$ cat config.mk
export PLATFORM = sky130hd
export DESIGN_NAME = key_event_decoder
export DESIGN_NICKNAME = d
export VERILOG_FILES = /design/src/rtl/key_event_decoder.sv
export SDC_FILE = /design/constraint.sdc
export NUM_CORES = 1
export LEC_CHECK = 0
export CAP_MARGIN = 25
export CORE_ASPECT_RATIO = 0.75
export CORE_MARGIN = 3
export CORE_UTILIZATION = 45
export DETAILED_ROUTE_END_ITERATION = 6
export SYNTH_ARGS = -nofsm -noshare
export SYNTH_HDL_FRONTEND = slang
export SYNTH_SLANG_ARGS = --single-unit
$ cat constraint.sdc
create_clock -name clk -period 2.1 [get_ports clk]
set_clock_uncertainty 0.05 [all_clocks]
set_input_delay 0.315 -clock clk [delete_from_list [all_inputs] [get_ports clk]]
set_output_delay 0.315 -clock clk [all_outputs]
set_load 0.02 [all_outputs]
$ cat src/rtl/key_event_decoder.sv
// Per-key gesture classifier: turns debounced press pulses and key levels into
// one-cycle single-click, double-click and long-press events.
module key_event_decoder #(
  parameter int unsigned N          = 1,
  parameter int unsigned CNT_W      = 24,
  parameter int unsigned LONG_TICKS = 6_000_000,
  parameter int unsigned DBL_TICKS  = 3_600_000
) (
  input  logic         clk,
  input  logic         rst,
  input  logic [N-1:0] press_pulse,
  input  logic [N-1:0] key_n,
  output logic [N-1:0] single_click,
  output logic [N-1:0] double_click,
  output logic [N-1:0] long_press,
  output logic [N-1:0] key_busy
);

  typedef enum logic [2:0] {
    IDLE,
    HELD,
    GAP,
    LONG,
    WAIT_REL
  } state_t;

  localparam logic [CNT_W-1:0] LONG_LAST = CNT_W'(LONG_TICKS - 1);
  localparam logic [CNT_W-1:0] DBL_LAST  = CNT_W'(DBL_TICKS - 1);

  for (genvar g = 0; g < int'(N); g++) begin : g_key
    state_t           state_q, state_d;
    logic [CNT_W-1:0] cnt_q, cnt_d;
    logic             single_d, double_d, long_d;
    logic             single_q, double_q, long_q, busy_q;

    // Next-state, timer and event decode; release is checked before the
    // long-press deadline and a second press before the double-click deadline.
    always_comb begin
      state_d  = state_q;
      cnt_d    = cnt_q;
      single_d = 1'b0;
      double_d = 1'b0;
      long_d   = 1'b0;
      unique case (state_q)
        IDLE: begin
          cnt_d = '0;
          if (press_pulse[g]) state_d = HELD;
        end
        HELD: begin
          if (key_n[g]) begin
            state_d = GAP;
            cnt_d   = '0;
          end else if (cnt_q == LONG_LAST) begin
            long_d  = 1'b1;
            state_d = LONG;
            cnt_d   = '0;
          end else begin
            cnt_d = cnt_q + CNT_W'(1);
          end
        end
        GAP: begin
          if (press_pulse[g]) begin
            double_d = 1'b1;
            state_d  = WAIT_REL;
            cnt_d    = '0;
          end else if (cnt_q == DBL_LAST) begin
            single_d = 1'b1;
            state_d  = IDLE;
            cnt_d    = '0;
          end else begin
            cnt_d = cnt_q + CNT_W'(1);
          end
        end
        LONG, WAIT_REL: begin
          cnt_d = '0;
          if (key_n[g]) state_d = IDLE;
        end
        default: begin
          state_d = IDLE;
          cnt_d   = '0;
        end
      endcase
    end

    // State, timer and registered outputs.
    always_ff @(posedge clk or posedge rst) begin
      if (rst) begin
        state_q  <= IDLE;
        cnt_q    <= '0;
        single_q <= 1'b0;
        double_q <= 1'b0;
        long_q   <= 1'b0;
        busy_q   <= 1'b0;
      end else begin
        state_q  <= state_d;
        cnt_q    <= cnt_d;
        single_q <= single_d;
        double_q <= double_d;
        long_q   <= long_d;
        busy_q   <= (state_d != IDLE);
      end
    end

    assign single_click[g] = single_q;
    assign double_click[g] = double_q;
    assign long_press[g]   = long_q;
    assign key_busy[g]     = busy_q;
  end

endmodule

==> metrics.csv, run 1 <==
metric;value;unit
status;completed;
synth_area;1670;µm²
report.final.slew_viol_count;0;
cp.required;2200;ps
hold_class;in -> async;
fin_cells;241;
ys_seq_area_share;46.5;%
fin_util;58.6;%
synthTopCellsByArea;dfrtp_1, a21oi_1, xor2_1, a22oi_1, xnor2_1;
max_freq;0.488;GHz
num_vias;1406;
regArea;776;µm²
slowest_stage;or4_4;
layout_commonest_cell;dfrtp_1;
cp.arrival;2150;ps
rsz0062_at_grt;true;
grt_pass1_vias;1370;
cts_tree;done;
r2r-end;g_key[0].cnt_q[6];
endpoint_kind;flop;
crit_family;simple AND/OR/NAND/NOR gates;
rrSetupSlack;50;ps
synthesis.instances;164;
cts-htree-levels;2;
postSynthRegisterBits;31;
yosysUniqueCellTypes;46;
core;3420;µm²
cp.depth;6;
fin_crit;2050;ps
row_count;18;
async_reset_ff_share;100;%
clk_pin_slew;70;ps
io_buffers;7;
crit_chain;ha_1 -> nand4_1 -> or4_4 -> o21ai_4 -> buf_6 -> a221oi_1;
grt_pass1_wl;6.89;mm
n_antenna_cell;0;
nets;196;
fillers;303;
place.detailed.hpwl;2.85;mm
worst_pin_slew;472;ps
hold_viol;0;
postSynthAreaPerCell;10.2;µm²
crit_path_end;g_key[0].cnt_q[6];
place_congestion;0.815;
criticalPathCategory;reg -> reg;
post-route-period-util;97.6;%
die_w;76.3;µm
wl_per_cell;16.3;µm
relSlewSlack;68.3;%
grt_start_max_net_pins;32;
p_leak;0.769;nW
synth_fp_nets;169;
drt.antenna.violating_nets;0;
drive_above_1_share;19.9;%
worst-path-buf-inv;1;
synth_top_cell_area_share;46.5;%
whs;371;ps
numCtsBuffers;5;
layout_common_cells;dfrtp_1, buf_4, a21oi_1, nand2_1, nand3_1;
pin_count;8;
antenna_found_initial;0;
cts_sinks;31;
routed_wl;3.93;mm
cp_max_fo;10;
worstReg2RegStart;g_key[0].cnt_q[0];
drt-vias-per-instance;5.83;
synth_top_area_cell;dfrtp_1;
crit_path_start;g_key[0].cnt_q[0];
cap_violations;0;
timing.setup.tns;0;ps
multiInputGateArea;842;µm²
clock_latency;280;ps
drc_errors;0;
synth-edff-count;0;
yosysWarningCount;0;
drt-initial-drc-count;83;
syn2layout_area_growth;20.4;%
start_util;48.7;%
ir_worst_vdd;428;µV
reg2regPathDepth;6;
ys.flop_type;dfrtp_1;
firstDrtPassIters;4;
dieHeight;58.7;µm
clk_path_buf_depth;2;
dp_cells;232;
die_area;4480;µm²
root_buffer;clkbuf_8;
crit_path_max_incr_delay;620;ps
setup-violations-final;0;
startpoint_type;flop;
grt-ovfl-total;0;
power_density;757;nW/µm²
track_usage;19.8;%
## worst min path at each step
| stage | end | slack, ps |
|---|---|---|
| after CTS | g_key[0].cnt_q[21] | 400 |
| after floorplan | double_click | 370 |
| after detailed placement | g_key[0].cnt_q[0] | 420 |
| after global placement | g_key[0].cnt_q[0] | 420 |
| after global routing | g_key[0].cnt_q[21] | 440 |
| final | single_click | 370 |
## where the power goes
group / total [mW] / switching [mW] / internal [mW]
registers: 0.701 / 0.0532 / 0.648
logic: 0.348 / 0.187 / 0.160
clock network: 0.471 / 0.214 / 0.257
## sequential cells by signal, summed over array words and instances, names as in the netlist
signal         cells
g_key.cnt_q       24
g_key.state_q      3
double_click       1
key_busy           1
long_press         1
single_click       1
## per-layer routing
| metal | routed length (µm) | global-route usage [%] |
|---|---|---|
| met3 | 147 | 5.50 |
| met1 | 1980 | 28.4 |
| met4 | 43 | 6.46 |
| met2 | 1760 | 29.2 |
| met5 | 0 | 0 |
## worst min-delay path, cell delays in order
cell	delay, ps
clkdlybuf4s50_1	400
inv_1	50
buf_4	340
## cell usage after synthesis (4+ instances only)
| master | n |
|---|---|
| nor2_1 | 5 |
| xnor2_1 | 6 |
| or4_1 | 4 |
| a22oi_1 | 7 |
| xor2_1 | 7 |
| nand4_1 | 8 |
| dfrtp_1 | 31 |
| o21ai_0 | 4 |
| nand2_1 | 10 |
| a21oi_1 | 17 |
| nand3_1 | 9 |
## metrics by stage
step / total power [mW] / instance area [µm²] / worst slack, ps
floorplan: 0.908 / 1670 / 68.2
global placement: 1.02 / 1890 / -62.1
detailed placement: 1.04 / 1890 / -92.0
CTS: 1.52 / 1970 / 15.3
global route: 1.60 / 2010 / -31.5
finish: 1.52 / 2010 / 50.4
## cells by family (layout without fill, tap and decap cells)
kind of cell               after synthesis  count (layout)  synth area share, %
and+or+nand+nor                         70              70                 26.8
AOI/OAI and AO/OA                       40              40                 15.7
DFF                                     31              31                 46.5
xor gates and xnor gates                13              13                 6.83
buffers and inverters                    9              36                 3.38
adders and majority gates                1               1                0.751
## repair_timing
action                     in CTS  in global routing
setup endpoints to repair       0                 25
hold buffers                    0                  0
buffers inserted                0                  2
resized for setup               0                  5
## cell type report
cell class | instances | area share [%]
clock buffer | 6 | 4.11
clock inverter | 1 | 0.249
inverter | 2 | 0.374
multi-input combinational | 124 | 42.0
sequential | 31 | 38.7
tap | 50 | 3.12
timing repair buffer | 27 | 11.5
No activity file was read; power rests on OpenSTA's default activity.
==> inputs of run 2 (changes only) <==
SLEW_MARGIN = 20   (was default)
==> results of run 2 <==
Final layout, timing and power as in run 1 (identical DEF).
